===== src/rtl/uart_tx_arbiter.sv =====
// Round-robin scheduler sharing one UART transmitter among NUM_REQ requesters,
// with CTS gating, start-handshake timeout and a saturating frame counter.
module uart_tx_arbiter #(
    parameter int unsigned NUM_REQ       = 4,
    parameter int unsigned DATA_BITS     = 8,
    parameter int unsigned START_TIMEOUT = 16,
    parameter int unsigned CNT_WIDTH     = 16
) (
    input  logic                           i_Clk,
    input  logic                           i_Rst,
    input  logic [NUM_REQ-1:0]             i_Req,
    input  logic [NUM_REQ*DATA_BITS-1:0]   i_Req_Data,
    input  logic                           i_CTS,
    input  logic                           i_Tx_Busy,
    output logic [NUM_REQ-1:0]             o_Grant,
    output logic [DATA_BITS-1:0]           o_Tx_Data,
    output logic                           o_Transmit_Start,
    output logic                           o_Frame_Done,
    output logic                           o_Start_Error,
    output logic                           o_Arb_Busy,
    output logic [CNT_WIDTH-1:0]           o_Frame_Count
);

    localparam int unsigned PTR_W = (NUM_REQ > 1) ? $clog2(NUM_REQ) : 1;
    localparam int unsigned TO_W  = $clog2(START_TIMEOUT);

    typedef enum logic [1:0] {StIdle, StStart, StWaitDone} state_t;

    state_t            r_state;
    logic [PTR_W-1:0]  r_ptr;
    logic [TO_W-1:0]   r_cnt;

    logic              w_found;
    logic [PTR_W-1:0]  w_winner;
    int unsigned       w_idx;

    // First requesting index after the last winner, wrapping modulo NUM_REQ.
    always_comb begin
        w_found  = 1'b0;
        w_winner = '0;
        w_idx    = 0;
        for (int unsigned k = 1; k <= NUM_REQ; k++) begin
            w_idx = (32'(r_ptr) + k) % NUM_REQ;
            if (!w_found && i_Req[w_idx[PTR_W-1:0]]) begin
                w_found  = 1'b1;
                w_winner = w_idx[PTR_W-1:0];
            end
        end
    end

    always_ff @(posedge i_Clk) begin
        if (i_Rst) begin
            r_state          <= StIdle;
            r_ptr            <= PTR_W'(NUM_REQ - 1);
            r_cnt            <= '0;
            o_Grant          <= '0;
            o_Tx_Data        <= '0;
            o_Transmit_Start <= 1'b0;
            o_Frame_Done     <= 1'b0;
            o_Start_Error    <= 1'b0;
            o_Arb_Busy       <= 1'b0;
            o_Frame_Count    <= '0;
        end else begin
            o_Grant       <= '0;
            o_Frame_Done  <= 1'b0;
            o_Start_Error <= 1'b0;
            case (r_state)
                StIdle: begin
                    if (i_CTS && !i_Tx_Busy && w_found) begin
                        r_state          <= StStart;
                        o_Arb_Busy       <= 1'b1;
                        o_Grant          <= NUM_REQ'(1) << w_winner;
                        o_Tx_Data        <= i_Req_Data[w_winner*DATA_BITS +: DATA_BITS];
                        o_Transmit_Start <= 1'b1;
                        r_cnt            <= '0;
                        r_ptr            <= w_winner;
                    end
                end
                StStart: begin
                    if (i_Tx_Busy) begin
                        o_Transmit_Start <= 1'b0;
                        r_state          <= StWaitDone;
                    end else if (r_cnt == TO_W'(START_TIMEOUT - 1)) begin
                        o_Transmit_Start <= 1'b0;
                        o_Start_Error    <= 1'b1;
                        o_Arb_Busy       <= 1'b0;
                        r_state          <= StIdle;
                    end else begin
                        r_cnt <= r_cnt + 1'b1;
                    end
                end
                StWaitDone: begin
                    if (!i_Tx_Busy) begin
                        o_Frame_Done <= 1'b1;
                        o_Arb_Busy   <= 1'b0;
                        r_state      <= StIdle;
                        if (o_Frame_Count != '1) begin
                            o_Frame_Count <= o_Frame_Count + 1'b1;
                        end
                    end
                end
                default: begin
                    r_state    <= StIdle;
                    o_Arb_Busy <= 1'b0;
                end
            endcase
        end
    end

endmodule


===== config.mk =====
export PLATFORM = sky130hd
export DESIGN_NAME = uart_tx_arbiter
export DESIGN_NICKNAME = d
export VERILOG_FILES = /design/src/rtl/uart_tx_arbiter.sv
export SDC_FILE = /design/constraint.sdc
export NUM_CORES = 1
export LEC_CHECK = 0
export CORE_MARGIN = 10
export CORE_UTILIZATION = 32
export DETAILED_ROUTE_END_ITERATION = 10
export PLACE_DENSITY = 0.63
export SYNTH_ARGS = -nofsm -noshare
export SYNTH_HDL_FRONTEND = slang
export SYNTH_SLANG_ARGS = --single-unit

===== constraint.sdc =====
create_clock -name i_Clk -period 2.4 [get_ports i_Clk]
set_clock_uncertainty 0.05 [all_clocks]
set_input_delay 0.48 -clock i_Clk [delete_from_list [all_inputs] [get_ports i_Clk]]
set_output_delay 0.48 -clock i_Clk [all_outputs]
set_load 0.005 [all_outputs]

==> results_dict.tcl, run 1 <==
set metrics [dict create \
    synth_nets 266 \
    syn_avg_cell_area_um2 9.21 \
    netlist.area_leader.share_pct 38.8 \
    crit_slowest_cell "clkdlybuf4s50_1" \
    synth_commonest_cells "dfxtp_1, nor2_1, mux2i_1" \
    cts.htree.levels 2 \
    criticalPathCategory "in2reg" \
    end_kind "flop" \
    dr.first_iter.drc_count 51 \
    tightest_slew_ns 0.551 \
    slew_headroom_pct 63.1 \
    yosysWarnings 0 \
    clk_latency_ns 0.29 \
    fp-row-count 29 \
    initial_utilization_pct 32.7 \
    internal_power_w 0.00109 \
    viasPerCell 4.81 \
    syn_inst 224 \
    filler_cell_count 628 \
    finalSetupViolations 0 \
    hp-class "reg2reg" \
    globalplace.congestion 0.767 \
    postRouteAntennaNets 0 \
    cts_buffers 5 \
    status "completed" \
    synth.area.top_cells "dfxtp_1, mux2i_1, xnor2_1" \
    drive_gt1_share_pct 14.3 \
    syn_to_final_growth_pct 47.2 \
    start_kind "input port" \
    yosysTopAreaCell "dfxtp_1" \
    multi_input_area_mm2 0.00118 \
    async_reset_ff_share_pct 0 \
    cp.required_ns 2.52 \
    finalHoldViolCount 0 \
    slew_viol_final 0 \
    place_inst 377 \
    clockBufferDepth 2 \
    drc 0 \
    die_w_um 100 \
    fin_cells 385 \
    rsz0062_at_grt "false" \
    fin_nets 349 \
    n_antenna_cell 0 \
    antenna_found_initial 0 \
    grt_max_degree 27 \
    crit_family "buffers and inverters" \
    dieArea_mm2 0.0101 \
    power_frac_comb_pct 20.1 \
    ios 72 \
    worst-endpoint-arrival_ns 2.22 \
    die_h_um 100 \
    portBuffers 71 \
    path_buf_inv 3 \
    ys_types 41 \
    clkPwrFrac_pct 31.4 \
    vias 1850 \
    grt_pass1_vias 1786 \
    p_sw_share_pct 24.0 \
    dr.pass1.iters 4 \
    grt_pass1_wl_mm 9.12 \
    cts_setup_buffers 0 \
    power_w 0.00143 \
    root_buffer "clkbuf_8" \
    power.switching_w 0.000343 \
    finalWorstSetupSlack_ns 0.307 \
    cp_cell_sequence "clkdlybuf4s50_1 > buf_4 > o21a_1 > a211oi_4 > buf_12 > mux2i_1 > mux2_2 > o21ai_1" \
    cp_max_fo 21 \
    finalCritPeriodShare_pct 87.2 \
    postCtsHoldBufs 0 \
    critPathMaxStageDelay_ns 0.42 \
    regArea_um2 801 \
    clkTransAtPathRegs_ns 0.07 \
    place_area_mm2 0.00294 \
    maxCapViolations 0 \
    ir_worst_vdd_mv 0.238 \
    synth_ff_type "dfxtp_1" \
    min_period_ns 2.09 \
    dp_hpwl_mm 4.40 \
    grt.total_usage_pct 11.0 \
    grt.overflow.total 0 \
    ctsResizeCount 0 \
    synth-edff-count 0 \
    fmaxAchievable_ghz 0.478 \
    design_area_mm2 0.00304 \
    final_util_pct 48.1 \
    synth_seq_cells 40 \
    p_per_area_mw_per_mm2 471 \
    synth_most_common_cell "dfxtp_1" \
    place_ws_ns -0.00276 \
    clock_sinks 40 \
    core_area_mm2 0.00631 \
    ys_seq_area_share_pct 38.8 \
    seq_power_share_pct 48.5 \
    synth_area_mm2 0.00206 \
    wirelength_mm 5.56 \
    cts_tree "done" \
    wl_per_cell_um 14.4 \
    p_leak_nw 1.09 \
]
==> sequential cells by signal (all words and copies together) (netlist names) <==
signal / count
o_Arb_Busy: 1
o_Frame_Done: 1
o_Start_Error: 1
o_Grant: 4
o_Frame_Count: 16
r_state: 2
r_ptr: 2
o_Tx_Data: 8
o_Transmit_Start: 1
r_cnt: 4
==> worst register-to-register path, stage by stage, from the launching register on <==
cell	delay [ns]
dfxtp_1	0.45
nor3b_2	0.29
nand4_1	0.29
nor4_1	0.45
xnor2_1	0.16
nor2_1	0.05
==> power groups by stage <==
stage	Combinational, W	Clock [W]	Sequential [W]
CTS	0.000292	0.000467	0.000695
detailed placement	0.000291	0	0.000711
global placement	0.000289	0	0.000710
floorplan	0.000146	0	0.000708
finish	0.000288	0.000449	0.000695
global route	0.000312	0.000500	0.000698
==> cells in the final DEF, fill, tap and decap left out, types with 3 or more instances in the layout <==
cell / n
a211oi_1: 4
a21oi_1: 11
and3_1: 3
buf_4: 16
clkbuf_8: 6
clkdlybuf4s50_1: 71
dfxtp_1: 40
inv_1: 4
mux2_2: 8
mux2i_1: 20
nand2_1: 9
nand2b_1: 6
nand3_1: 9
nand3b_1: 8
nor2_1: 25
nor2b_1: 3
nor3_1: 5
nor4_1: 5
o21ai_0: 4
o21ai_1: 3
o21ai_2: 5
xnor2_1: 13
==> final cells by class <==
class / instances / share of cell area, %
Inverter: 4 / 0.494
Clock buffer: 6 / 2.72
Tap cell: 77 / 3.17
Multi-Input combinational cell: 168 / 38.9
Sequential cell: 40 / 26.4
Clock inverter: 2 / 0.330
Timing Repair Buffer: 88 / 28.0
==> logic make-up after synthesis <==
group | synth area share (%)
AND/OR/NAND/NOR | 24.7
AO/OA/AOI/OAI | 11.3
buffers and inverters | 4.31
flip-flops | 38.8
multiplexers | 14.1
XOR/XNOR | 5.52
adder cells (fa/ha/maj) | 1.21
==> final timing paths <==
kind,start,endpoint,slack (ns),cells past startpoint
min reg2reg,o_Transmit_Start,o_Transmit_Start,0.41,2
max reg2reg,r_state[1],o_Frame_Count[15],0.56,5
min,o_Transmit_Start,o_Transmit_Start,0.41,2
max,i_Req[1],o_Tx_Data[1],0.31,8
==> per-stage QoR <==
| stage | setup TNS, ns | hold WS (ns) |
|---|---|---|
| floorplan | 0 | 0.394 |
| global placement | 0 | 0.395 |
| detailed placement | -0.00276 | 0.397 |
| CTS | 0 | 0.408 |
| global route | 0 | 0.445 |
| finish | 0 | 0.408 |
==> routing by layer <==
metal	wire length (um)	GRT usage [%]	up-vias
met1	2420	13.3	849
met3	261	3.16	2
met5	0	0	-
li1	-	-	965
met2	2840	18.4	34
met4	40	3.26	0
Note: power is estimated with default switching activity, not from simulation.
==> run 2: changes to the inputs <==
--- a/config.mk
+++ b/config.mk
@@ -5,10 +5,12 @@
 export SDC_FILE = /design/constraint.sdc
 export NUM_CORES = 1
 export LEC_CHECK = 0
+export CELL_PAD_IN_SITES_DETAIL_PLACEMENT = 0
+export CELL_PAD_IN_SITES_GLOBAL_PLACEMENT = 1
 export CORE_MARGIN = 10
 export CORE_UTILIZATION = 32
 export DETAILED_ROUTE_END_ITERATION = 10
-export PLACE_DENSITY = 0.63
+export PLACE_DENSITY = 0.81
 export SYNTH_ARGS = -nofsm -noshare
 export SYNTH_HDL_FRONTEND = slang
 export SYNTH_SLANG_ARGS = --single-unit
==> results_dict.tcl, run 2 (same netlist as run 1, synthesis figures left out) <==
set metrics [dict create \
    clkTransAtPathRegs_ns 0.08 \
    drc 0 \
    viasPerCell 4.85 \
    initial_utilization_pct 32.7 \
    p_leak_nw 1.09 \
    crit_family "buffers and inverters" \
    criticalPathCategory "in2reg" \
    hp-class "reg2reg" \
    dp_hpwl_mm 4.29 \
    worst-endpoint-arrival_ns 2.25 \
    slew_headroom_pct 65.8 \
    place_inst 375 \
    place_area_mm2 0.00295 \
    start_kind "input port" \
    finalSetupViolations 0 \
    largest_register_ffs 16 \
    rsz0062_at_grt "false" \
    final_util_pct 48.6 \
    portBuffers 71 \
    fp-row-count 29 \
    drive_gt1_share_pct 13.7 \
    final_common_cell "clkdlybuf4s50_1" \
    reg2regPathDepth 5 \
    cts.htree.levels 2 \
    grt_pass1_wl_mm 9.36 \
    ir_worst_vdd_mv 0.246 \
    clk_latency_ns 0.30 \
    die_w_um 100 \
    min_path_cells 2 \
    cp.required_ns 2.59 \
    fin_cells 383 \
    antenna_found_initial 0 \
    syn_to_final_growth_pct 48.6 \
    slew_viol_final 0 \
    path_buf_inv 3 \
    min_period_ns 2.07 \
    largest_registers "o_Frame_Count x16, o_Tx_Data x8" \
    cp_cell_sequence "clkdlybuf4s50_1 > buf_4 > o21a_1 > a211oi_4 > buf_12 > mux2i_1 > mux2_2 > o21ai_1" \
    clock_sinks 40 \
    status "completed" \
    grt_max_degree 26 \
    tightest_slew_ns 0.511 \
    final_cell_mix "clkdlybuf4s50_1, dfxtp_1, nor2_1" \
    die_h_um 100 \
    cts_tree "done" \
    p_per_area_mw_per_mm2 500 \
    grt.overflow.total 0 \
    critPathMaxStageDelay_ns 0.42 \
    wl_per_cell_um 14.5 \
    dieArea_mm2 0.0101 \
    crit_slowest_cell "clkdlybuf4s50_1" \
    finalCritPeriodShare_pct 86.1 \
    ios 72 \
    n_antenna_cell 0 \
    maxCapViolations 0 \
    cts_setup_buffers 0 \
    finalWorstSetupSlack_ns 0.334 \
    clockBufferDepth 2 \
    finalSetupTns_ns 0 \
    dr.first_iter.drc_count 73 \
    vias 1858 \
    end_kind "flop" \
    root_buffer "clkbuf_8" \
    postCtsHoldBufs 0 \
    grt.total_usage_pct 11.3 \
    fin_nets 347 \
    cp_max_fo 21 \
    core_area_mm2 0.00631 \
    largest_register "o_Frame_Count" \
    worst-path-stages 8 \
    globalplace.congestion 0.769 \
    grt_pass1_vias 1810 \
    design_area_mm2 0.00307 \
    postRouteAntennaNets 0 \
    fmaxAchievable_ghz 0.484 \
    ctsResizeCount 0 \
    finalHoldViolCount 0 \
    wirelength_mm 5.56 \
    cts_buffers 5 \
    dr.pass1.iters 4 \
    place_ws_ns 0.0151 \
]
[run 2: changes by cell type in the layout (fill, tap and decap cells not counted)]
cell | before | now
clkinv_2 | 2 | 1
clkinvlp_4 | 0 | 1
buf_4 | 16 | 12
bufinv_16 | 0 | 1
clkbuf_8 | 6 | 5
buf_12 | 1 | 3
[run 2: worst min-delay path: cells and delay by family (launching register included)]
kind / cells / cell delay (ns)
AO/OA/AOI/OAI: 1 / 0.06
buffers and inverters: 1 / 0.04
flip-flops: 1 / 0.31
[run 2: per-layer routing]
| layer | GRT usage [%] | vias to the layer above | part of all wire, % |
|---|---|---|---|
| met4 | 3.26 | 0 | 1.2 |
| met3 | 3.50 | 5 | 5.1 |
| met2 | 18.5 | 38 | 50 |
| li1 | - | 963 | - |
| met1 | 13.9 | 852 | 43 |
| met5 | 0 | - | 0 |
[run 2: where the power goes]
part	internal [W]	leakage, nW	switching, W
combinational	0.000179	0.713	0.000109
clock	0.000308	0.0541	0.000243
sequential	0.000682	0.324	0.0000128
total	0.00117	1.09	0.000365
[run 2: path summary, 6_finish.rpt]
check / startpoint / to / slack [ns]
max: i_Req[1] / o_Tx_Data[0] / 0.33
min: o_Transmit_Start / o_Transmit_Start / 0.41
min reg2reg: o_Transmit_Start / o_Transmit_Start / 0.41
max reg2reg: r_state[1] / o_Frame_Count[15] / 0.59
[run 2: final cells by class]
type	instances	area (um2)
sequential	40	801
multi-input combinational	168	1180
tap	77	96.3
inverter	4	15.0
clock buffer	5	68.8
fill	629	3250
timing repair buffer	86	861
clock inverter	3	42.5
[run 2: per-stage QoR]
stage | total power, W | hold slack, ns
5_1_grt | 0.00161 | 0.451
6_report | 0.00153 | 0.407
4_1_cts | 0.00155 | 0.418
3_5_place_dp | 0.00100 | 0.408
2_1_floorplan | 0.000854 | 0.394
3_3_place_gp | 0.00100 | 0.391
